`config.mk`:
```
export PLATFORM = sky130hd
export DESIGN_NAME = ioports_link_arbiter
export DESIGN_NICKNAME = d
export VERILOG_FILES = /design/src/rtl/ioports_link_pkg.sv /design/src/rtl/ioports_link_arbiter_rr_arb2.sv /design/src/rtl/ioports_link_arbiter.sv
export SDC_FILE = /design/constraint.sdc
export NUM_CORES = 1
export LEC_CHECK = 0
export BUFFER_PORTS_ARGS = -buffer_cell sky130_fd_sc_hd__buf_2
export CAP_MARGIN = 5
export CORE_ASPECT_RATIO = 1.25
export CORE_MARGIN = 4
export CORE_UTILIZATION = 35
export DETAILED_ROUTE_END_ITERATION = 10
export GPL_TIMING_DRIVEN = 0
export MAX_ROUTING_LAYER = met4
export SYNTH_ARGS = -nofsm -noshare
export SYNTH_HDL_FRONTEND = slang
export SYNTH_SLANG_ARGS = --single-unit
```
`constraint.sdc`:
```
create_clock -name clk -period 1.8 [get_ports clk]
set_input_delay 0.09 -clock clk [delete_from_list [all_inputs] [get_ports clk]]
set_output_delay 0.09 -clock clk [all_outputs]
set_load 0.02 [all_outputs]
```
`src/rtl/ioports_link_pkg.sv`:
```
// Shared command codes, FSM encoding and byte helpers for the I/O port link arbiter.
package ioports_link_pkg;

  localparam logic [2:0] CMD_RESET = 3'b001;
  localparam logic [2:0] CMD_WRITE = 3'b010;
  localparam logic [2:0] CMD_READ  = 3'b011;
  localparam logic [3:0] HWID_ADDR = 4'd15;

  typedef enum logic [2:0] {
    ST_IDLE,
    ST_CMD,
    ST_WDATA,
    ST_RD_REQ,
    ST_RD_REL,
    ST_GAP,
    ST_DONE
  } state_t;

  function automatic logic [7:0] cmd_byte(input logic [2:0] code, input logic [3:0] addr);
    return {1'b0, code, addr};
  endfunction

  // Byte 0 is the most significant byte of the word.
  function automatic logic [7:0] word_byte(input logic [31:0] w, input logic [1:0] idx);
    logic [7:0] b;
    case (idx)
      2'd0:    b = w[31:24];
      2'd1:    b = w[23:16];
      2'd2:    b = w[15:8];
      default: b = w[7:0];
    endcase
    return b;
  endfunction

  function automatic logic [31:0] put_byte(input logic [31:0] w, input logic [1:0] idx,
                                           input logic [7:0] b);
    logic [31:0] r;
    r = w;
    case (idx)
      2'd0:    r[31:24] = b;
      2'd1:    r[23:16] = b;
      2'd2:    r[15:8]  = b;
      default: r[7:0]   = b;
    endcase
    return r;
  endfunction

endpackage

```
`src/rtl/ioports_link_arbiter_rr_arb2.sv`:
```
// Two-input round-robin arbiter; pointer remembers the last requester served.
module rr_arb2 (
  input  logic       clk,
  input  logic       reset,
  input  logic [1:0] req,
  input  logic [1:0] mask,
  input  logic       update,
  input  logic       update_idx,
  output logic [1:0] grant_c
);

  logic       last_idx;
  logic [1:0] eff_req;

  assign eff_req = req & ~mask;

  always_comb begin
    grant_c = eff_req;
    if (eff_req == 2'b11) grant_c = last_idx ? 2'b01 : 2'b10;
  end

  // Reset points at B so that A wins the first tie.
  always_ff @(posedge clk) begin
    if (reset)       last_idx <= 1'b1;
    else if (update) last_idx <= update_idx;
  end

endmodule

```
`src/rtl/ioports_link_arbiter.sv`:
```
// Shares the byte-serial I/O port link between requesters A and B.
// Optional SOFT_RESET_CMD_EN adds a soft-reset command requester with top priority.
module ioports_link_arbiter
  import ioports_link_pkg::*;
#(
  parameter int unsigned GAP_CYCLES = 1,
  parameter int unsigned TIMEOUT    = 255
) (
  input  logic        clk,
  input  logic        reset,
`ifdef SOFT_RESET_CMD_EN
  input  logic        soft_rst_req,
  output logic        soft_rst_done,
`endif
  input  logic        a_req,
  input  logic        a_we,
  input  logic [3:0]  a_addr,
  input  logic [31:0] a_wdata,
  output logic        a_done,
  output logic [31:0] a_rdata,
  output logic        a_err,
  input  logic        b_req,
  input  logic        b_we,
  input  logic [3:0]  b_addr,
  input  logic [31:0] b_wdata,
  output logic        b_done,
  output logic [31:0] b_rdata,
  output logic        b_err,
  output logic        link_load,
  output logic [7:0]  link_datain,
  output logic        link_ready,
  input  logic        link_enout,
  input  logic [7:0]  link_dataout
);

  localparam int unsigned GAP_W     = $clog2(GAP_CYCLES + 2);
  localparam logic [7:0]  WAIT_LAST = 8'(TIMEOUT - 1);

  state_t             state;
  logic               owner;
  logic               soft_op;
  logic               cur_we;
  logic [3:0]         cur_addr;
  logic [31:0]        cur_wdata;
  logic [1:0]         byte_cnt;
  logic [7:0]         wait_cnt;
  logic [GAP_W-1:0]   gap_cnt;
  logic [GAP_W-1:0]   gap_last_c;
  logic [31:0]        rbuf;
  logic               rd_err;
  logic [1:0]         grant_c;
  logic               sel_b_c;
  logic               sel_we_c;
  logic [3:0]         sel_addr_c;

  rr_arb2 u_arb (
    .clk        (clk),
    .reset      (reset),
    .req        ({b_req, a_req}),
    .mask       ({b_done, a_done}),
    .update     ((state == ST_DONE) && !soft_op),
    .update_idx (owner),
    .grant_c    (grant_c)
  );

  assign sel_b_c    = grant_c[1];
  assign sel_we_c   = sel_b_c ? b_we : a_we;
  assign sel_addr_c = sel_b_c ? b_addr : a_addr;

  // The I/O block ignores load for one cycle after a write to port f.
  assign gap_last_c = GAP_W'(GAP_CYCLES - 1) +
                      GAP_W'(cur_we && (cur_addr == HWID_ADDR) && !soft_op);

  always_ff @(posedge clk) begin
    if (reset) begin
      state       <= ST_IDLE;
      owner       <= 1'b0;
      soft_op     <= 1'b0;
      cur_we      <= 1'b0;
      cur_addr    <= '0;
      cur_wdata   <= '0;
      byte_cnt    <= '0;
      wait_cnt    <= '0;
      gap_cnt     <= '0;
      rbuf        <= '0;
      rd_err      <= 1'b0;
      a_done      <= 1'b0;
      a_rdata     <= '0;
      a_err       <= 1'b0;
      b_done      <= 1'b0;
      b_rdata     <= '0;
      b_err       <= 1'b0;
      link_load   <= 1'b0;
      link_datain <= '0;
      link_ready  <= 1'b0;
`ifdef SOFT_RESET_CMD_EN
      soft_rst_done <= 1'b0;
`endif
    end else begin
      a_done <= 1'b0;
      b_done <= 1'b0;
`ifdef SOFT_RESET_CMD_EN
      soft_rst_done <= 1'b0;
`endif
      case (state)
        ST_IDLE: begin
          link_load   <= 1'b0;
          link_ready  <= 1'b0;
          link_datain <= '0;
`ifdef SOFT_RESET_CMD_EN
          if (soft_rst_req) begin
            soft_op     <= 1'b1;
            cur_we      <= 1'b0;
            cur_addr    <= '0;
            link_load   <= 1'b1;
            link_datain <= cmd_byte(CMD_RESET, 4'd0);
            state       <= ST_CMD;
          end else
`endif
          if (|grant_c) begin
            soft_op     <= 1'b0;
            owner       <= sel_b_c;
            cur_we      <= sel_we_c;
            cur_addr    <= sel_addr_c;
            cur_wdata   <= sel_b_c ? b_wdata : a_wdata;
            link_load   <= 1'b1;
            link_datain <= cmd_byte(sel_we_c ? CMD_WRITE : CMD_READ, sel_addr_c);
            state       <= ST_CMD;
          end
        end
        ST_CMD: begin
          byte_cnt <= '0;
          wait_cnt <= '0;
          rd_err   <= 1'b0;
          rbuf     <= '0;
          if (soft_op) begin
            link_load   <= 1'b0;
            link_datain <= '0;
            gap_cnt     <= '0;
            state       <= ST_GAP;
          end else if (cur_we) begin
            link_load   <= 1'b1;
            link_datain <= word_byte(cur_wdata, 2'd0);
            state       <= ST_WDATA;
          end else begin
            link_load   <= 1'b0;
            link_datain <= '0;
            link_ready  <= 1'b1;
            state       <= ST_RD_REQ;
          end
        end
        ST_WDATA: begin
          if (byte_cnt == 2'd3) begin
            link_load   <= 1'b0;
            link_datain <= '0;
            gap_cnt     <= '0;
            state       <= ST_GAP;
          end else begin
            byte_cnt    <= byte_cnt + 2'd1;
            link_datain <= word_byte(cur_wdata, byte_cnt + 2'd1);
          end
        end
        ST_RD_REQ: begin
          if (link_enout) begin
            rbuf       <= put_byte(rbuf, byte_cnt, link_dataout);
            link_ready <= 1'b0;
            wait_cnt   <= '0;
            state      <= ST_RD_REL;
          end else if (wait_cnt == WAIT_LAST) begin
            link_ready <= 1'b0;
            rd_err     <= 1'b1;
            gap_cnt    <= '0;
            state      <= ST_GAP;
          end else begin
            wait_cnt <= wait_cnt + 8'd1;
          end
        end
        ST_RD_REL: begin
          if (!link_enout) begin
            wait_cnt <= '0;
            if (byte_cnt == 2'd3) begin
              gap_cnt <= '0;
              state   <= ST_GAP;
            end else begin
              byte_cnt   <= byte_cnt + 2'd1;
              link_ready <= 1'b1;
              state      <= ST_RD_REQ;
            end
          end else if (wait_cnt == WAIT_LAST) begin
            rd_err  <= 1'b1;
            gap_cnt <= '0;
            state   <= ST_GAP;
          end else begin
            wait_cnt <= wait_cnt + 8'd1;
          end
        end
        ST_GAP: begin
          if (gap_cnt == gap_last_c) begin
            state <= ST_DONE;
            if (soft_op) begin
`ifdef SOFT_RESET_CMD_EN
              soft_rst_done <= 1'b1;
`endif
            end else if (owner) begin
              b_done <= 1'b1;
              b_err  <= rd_err;
              if (!cur_we) b_rdata <= rd_err ? 32'd0 : rbuf;
            end else begin
              a_done <= 1'b1;
              a_err  <= rd_err;
              if (!cur_we) a_rdata <= rd_err ? 32'd0 : rbuf;
            end
          end else begin
            gap_cnt <= gap_cnt + GAP_W'(1);
          end
        end
        ST_DONE: state <= ST_IDLE;
        default: state <= ST_IDLE;
      endcase
    end
  end

endmodule
```
# [Word-level counts from Yosys, hierarchy flattened]
# Cells that the tools add are included.
[classes] add_sub_neg=3 n_eq_ne=30 mux=56 bitwise_logic=7 n_reduce_logical=28
[ops] op="32-bit 2-to-1 mux" count=3
[ops] op="8-bit 2-to-1 mux" count=9
[ops] op="8-bit case mux with 3 select lines" count=3
[ops] op="32-bit case mux with 2 select lines" count=1
[ops] op="3-bit AND reduction" count=8
[ops] op="2-bit inequality test (second input constant)" count=11
[ops] op="3-bit 2-to-1 mux" count=7
[ops] op="2-bit 2-to-1 mux" count=9
[ops] op="3-bit case mux with 6 select lines" count=1
[ops] op="1-bit 2-to-1 mux" count=16
[ops] op="4-bit AND reduction" count=3
[ops] op="3-bit equality test (second input constant)" count=3
[ops] op="3-bit nonzero test" count=3
[ops] op="8-bit by 1-bit adder with 8-bit output (second input constant)" count=1
[ops] op="2-bit equality test (second input constant)" count=4
[ops] op="8-bit equality test (second input constant)" count=1
[ops] op="2-bit case mux with 4 select lines" count=1
[ops] op="3-bit by 2-bit equality test with 1-bit output (second input constant)" count=2
[ops] op="6-bit 2-to-1 mux" count=1
[ops] op="2-bit by 1-bit inequality test with 1-bit output (second input constant)" count=3
[ops] op="1-bit case mux with 3 select lines" count=2
[ops] op="2-bit case mux with 3 select lines" count=1
[ops] op="2-bit AND reduction" count=3
[ops] op="3-bit OR reduction" count=2
[ops] op="other kinds (19)" count=26
[word_totals] register_bits=165 wordCells=147

# [Logic depth before layout (Yosys ltp)]
[logic_depth] ltp_word=8 mapped_depth=8

# [By module]
# From an unflattened synthesis, not the netlist that was laid out.
[hier_totals] cells_unflattened=881 hier_area_um2=7604.8
[modules_own_cells] mod="ioports_link_arbiter" n_inst=1 cells_per_inst=874 area_per_inst_um2=7544.7
[modules_own_cells] mod="rr_arb2" n_inst=1 cells_per_inst=7 area_per_inst_um2=60.1

# [Worst setup path after synthesis]
# Ideal clock, no wire load.
[synth_path] path_kind="register -> register" startpoint="reg byte_cnt[1]" endpoint="reg link_datain[4]" arrival_time_ps=1575 path_slack_ps=100 path_stages_with_launch=8 path_buffers=1 period_less_slack_ps=1700 cell_sequence="dfxtp_1 -> inv_1 -> ha_1 -> clkbuf_1 -> a222oi_1 -> o21ai_0 -> a221oi_1 -> a21oi_1"
[synth_between] elab_chain_len=5
[synth_rtl] item="from (decl)" line_no="ioports_link_arbiter.sv:45" source="logic [1:0] byte_cnt;"
[synth_rtl] item="from (signal assigned)" line_no="ioports_link_arbiter.sv:159" source="byte_cnt <= byte_cnt + 2'd1;"
[synth_rtl] item="from (signal assigned)" line_no="ioports_link_arbiter.sv:185" source="byte_cnt <= byte_cnt + 2'd1;"
[synth_rtl] item="2-bit by 1-bit adder with 2-bit output" line_no="ioports_link_arbiter.sv:160" source="link_datain <= word_byte(cur_wdata, byte_cnt + 2'd1);"
[synth_rtl] item="2-bit equality test, or another cell as far along" line_no="ioports_link_pkg.sv:26" source="case (idx)"
[synth_rtl] item="8-bit case mux with 3 select lines" line_no="ioports_link_pkg.sv:26"
[synth_rtl] item="8-bit 2-to-1 mux (*)" line_no="ioports_link_arbiter.sv:153" source="if (byte_cnt == 2'd3) begin"
[synth_rtl] item="8-bit case mux with 3 select lines (*)" line_no="ioports_link_arbiter.sv:105" source="case (state)"
[synth_rtl] item="to (signal assigned)" line_no="ioports_link_arbiter.sv:127" source="link_datain <= cmd_byte(sel_we_c ? CMD_WRITE : CMD_READ, sel_addr_c);"
[synth_rtl] item="to (signal assigned)" line_no="ioports_link_arbiter.sv:143" source="link_datain <= word_byte(cur_wdata, 2'd0);"
[synth_rtl] item="to (signal assigned)" line_no="ioports_link_arbiter.sv:160"
[synth_rtl] item="to (decl)" line_no="ioports_link_arbiter.sv:30" source="output logic [7:0] link_datain,"
# Every way passes the cells marked *; elsewhere a longest branch is shown, timed or not.
# A chain may end at the register's enable or synchronous reset.

# [Final worst setup path]
[layout_path] startpoint="reg wait_cnt[4]" endpoint="reg gap_cnt[0]"
[layout_between] elab_chain_len=4
[layout_rtl] item="from (decl)" line_no="ioports_link_arbiter.sv:46" source="logic [7:0] wait_cnt;"
[layout_rtl] item="from (signal assigned)" line_no="ioports_link_arbiter.sv:175" source="wait_cnt <= wait_cnt + 8'd1;"
[layout_rtl] item="from (signal assigned)" line_no="ioports_link_arbiter.sv:194" source="wait_cnt <= wait_cnt + 8'd1;"
[layout_rtl] item="8-bit equality test (*)" line_no="ioports_link_arbiter.sv:169, ioports_link_arbiter.sv:189"
[layout_rtl] item="2-bit 2-to-1 mux (*)"
[layout_rtl] item="2-bit 2-to-1 mux (on tied branches)"
[layout_rtl] item="2-bit case mux with 4 select lines (*)"
[layout_rtl] item="to (signal assigned)" line_no="ioports_link_arbiter.sv:214" source="gap_cnt <= gap_cnt + GAP_W'(1);"
[layout_rtl] item="to (decl)" line_no="ioports_link_arbiter.sv:47" source="logic [GAP_W-1:0] gap_cnt;"
# Every way passes the cells marked *; elsewhere a longest branch is shown, timed or not. The select of a mux whose other input is x is not followed.

==> flow_summary.yaml <==
timing:
  worstMarginPinSlew_ps: 730
  timing.fmax_mhz: 565
  fin_crit_sh_pct: 98.4
  final_max_slew_viol_count: 0
  finalSetupViolCount: 0
  fin_crit_ps: 1770
  rsz0062_at_grt: "yes"
  hold_slack_ps: 5.43
  slew_headroom_pct: 51.3
  hold_viol: 0
  skew_ps: 10.8
flow_run:
  maxCapViolations: 0
route:
  drt_iter0_markers: 427
  wl_met1_um: 9090
  drc: 0
  num_vias: 6959
  dr_wl_met2_um: 11100
  wl_met3_um: 1420
  ant_nets: 0
  top_layer_used: "met4"
  first_pass_iters: 5
  routed_wl_um: 22100
  post_drt_wl_per_cell_um: 16.0
  viasPerCell: 5.03
critical_path:
  cp_num_buf_inv: 0
  path_class: "reg2reg"
  cp_cell_sequence: "nand3_1, nor3_4, o221a_1, a21boi_1, o32ai_1"
  start_kind: "register"
  crit_path_end_kind: "register"
  crit_start: "wait_cnt[4]$_SDFFE_PP0P_"
  ff2ff_path_depth: 5
  r2r_start: "wait_cnt[4]$_SDFFE_PP0P_"
  crit_arrival_ps: 2060
  critical-path-top-delay-family: "simple AND/OR/NAND/NOR gates"
  cp.depth: 5
  critPathRequiredTime_ps: 2090
  crit_path_top_delay_cell: "nor3_4"
  max_stage_delay_ps: 440
  cp_max_fo: 10
global_route:
  grt_max_degree: 17
  antenna_found_initial: 0
  grt_pass1_vias: 6775
  track_usage_pct: 19.0
  globalRouteOverflowTotal: 0
  grt_pass1_wl_um: 35000
layout:
  drive_gt1_share_pct: 23.7
  nNetsFinal: 1193
  area_delta_synth_final_pct: 27.1
  antenna_cells: 0
  fillCellCount: 2150
clock_network:
  cts_made_buffers: 17
  cts_tree: "done"
  root_buffer: "clkbuf_16"
  ctsHtreeMaxLevel: 4
  post_cts_buffers: 0
  cts_max_path_buffers: 2
  clk_pin_slew_ps: 60
  clk_latency_ps: 430
  cts.sinks: 165
placement:
  dp_hpwl_um: 16800
  io_buffers: 163
  gp_congestion: 0.893
worst_hold_path:
  hold_path_startpoint: "a_wdata[16]"
  hold_path_depth: 3
  min_path_type: "in2reg"
die:
  die_area_um2: 23700
  die_y_um: 171
  die_w_um: 138
  start_util_pct: 35.7
  io_pins: 165
  fp.coreArea_um2: 20900
  rows: 59
synth:
  yosysWarnings: 0
  synth-async-reset-ratio_pct: 0
  synth_cell_types: 58
  syn-num-nets: 999
  synth_edf_count: 0
  ys_seq_elements: 165
  dominantRegCellSynth: "dfxtp_1"
  netlist_area_um2: 7450
  seq_area_frac_synth_pct: 44.3
  avgSynthCellArea_um2: 8.25
  synthCells: 903
power:
  p_clk_share_pct: 32.0
  pwr-share-seq_pct: 39.6
  p_leak_uw: 0.00400
  p_int_uw: 7490
  swShare_pct: 33.7
  pwr-share-comb_pct: 28.4
  p_sw_uw: 3810
  vdd_ir_drop_max_uv: 824
  finalPower_uw: 11300
  power_density_nw_per_um2: 1190
outcome:
  status: "finished, final reports clean"
-- kinds of logic after synthesis --
logic type                 count (synthesis)  share of synthesized area [%]
AOI/OAI and AO/OA                        228                           19.2
xor gates and xnor gates                   3                          0.353
DFF                                      165                           44.3
buffers and inverters                     75                           4.77
muxes                                     56                           7.57
adders and majority gates                  9                           1.51
and+or+nand+nor                          367                           22.2
-- sequential cells by signal (all words and copies together), names as in the netlist, 2 cells and up --
| register | count |
|---|---|
| state | 3 |
| wait_cnt | 8 |
| link_datain | 8 |
| rbuf | 32 |
| byte_cnt | 2 |
| cur_wdata | 32 |
| b_rdata | 32 |
| gap_cnt | 2 |
| a_rdata | 32 |
| cur_addr | 4 |
-- final timing paths --
path | to | slack [ps]
max | gap_cnt[0]$_SDFFE_PP0P_ | 30
min | cur_wdata[16]$_SDFFE_PP0P_ | 5
max reg2reg | gap_cnt[0]$_SDFFE_PP0P_ | 30
min reg2reg | rbuf[3]$_SDFFE_PP0P_ | 450
-- per-layer routing --
layer | vias to the layer above | GRT usage, %
met1 | 3184 | 21.3
met5 | - | -
met4 | 0 | 6.66
met2 | 238 | 33.4
li1 | 3503 | -
met3 | 34 | 4.39
-- repair_timing --
item | CTS | global route
resized for setup | 15 | 31
cloned | 0 | 0
setup endpoints to repair | 123 | 138
pin swaps | 0 | 4
hold buffers | 17 | 0
hold endpoints to repair | 15 | 0
-- area by class of cell --
class,instances,area (µm²),share of cell area (%)
buffer,62,337,3.55
clock buffer,22,464,4.90
clock inverter,10,119,1.26
inverter,8,30.0,0.317
multi-input combinational,663,3880,41.0
sequential,165,3310,34.9
tap,274,343,3.62
timing repair buffer,180,986,10.4
-- Yosys cell counts (all sizes together) (6+ instances only) --
master	number	share of area, %
nand2	181	9.1
dfxtp	165	44
a21oi	107	7.5
nor2	79	4.0
mux2i	53	7.1
nor2b	41	3.4
clkbuf	37	1.9
o21ai	37	2.5
a211oi	35	3.5
buf	30	2.5
nand3	16	1.1
and3	10	0.84
nor3	10	0.96
ha	9	1.5
nand2b	9	0.76
a222oi	8	1.1
a22o	8	0.94
a22oi	8	0.81
inv	8	0.40
and2	6	0.50
-- power groups by stage --
stage          clock network [µW]  registers, µW  logic, µW
3_5_place_dp                    0           4520       3040
5_1_grt                      3860           4530       3530
6_report                     3610           4480       3210
4_1_cts                      3690           4450       3130
2_1_floorplan                   0           4470       2160
3_3_place_gp                    0           4520       3020
-- placed cells by master, fill, tap and decap left out, types with 10 or more instances in the layout --
master,n
dlygate4sd3_1,17
dfxtp_1,162
buf_2,176
mux2i_1,53
nor2b_1,38
clkbuf_1,28
a211oi_1,35
nand3_1,16
and3_1,10
a21oi_1,103
nand2_1,178
clkbuf_16,17
o21ai_0,31
nor2_1,77
-- metrics by stage --
step	setup TNS (ps)	utilization, %	area, µm²	setup slack, ps	instances
2_1_floorplan	0	-	7450	100	903
3_3_place_gp	-9420	41.2	8610	-221	1340
3_5_place_dp	-10130	41.2	8610	-249	1340
4_1_cts	-9.99	45.0	9390	-9.99	1387
5_1_grt	-82.4	45.3	9470	-82.4	1384
6_report	0	45.3	9470	28.8	1384
-- worst reg2reg max path, cell delays in order, from the launching register on --
cell and delay, ps:
dfxtp_1 400, nand3_1 220, nor3_4 440, o221a_1 320, a21boi_1 180, o32ai_1 80
(Power assumes the default switching activity.)
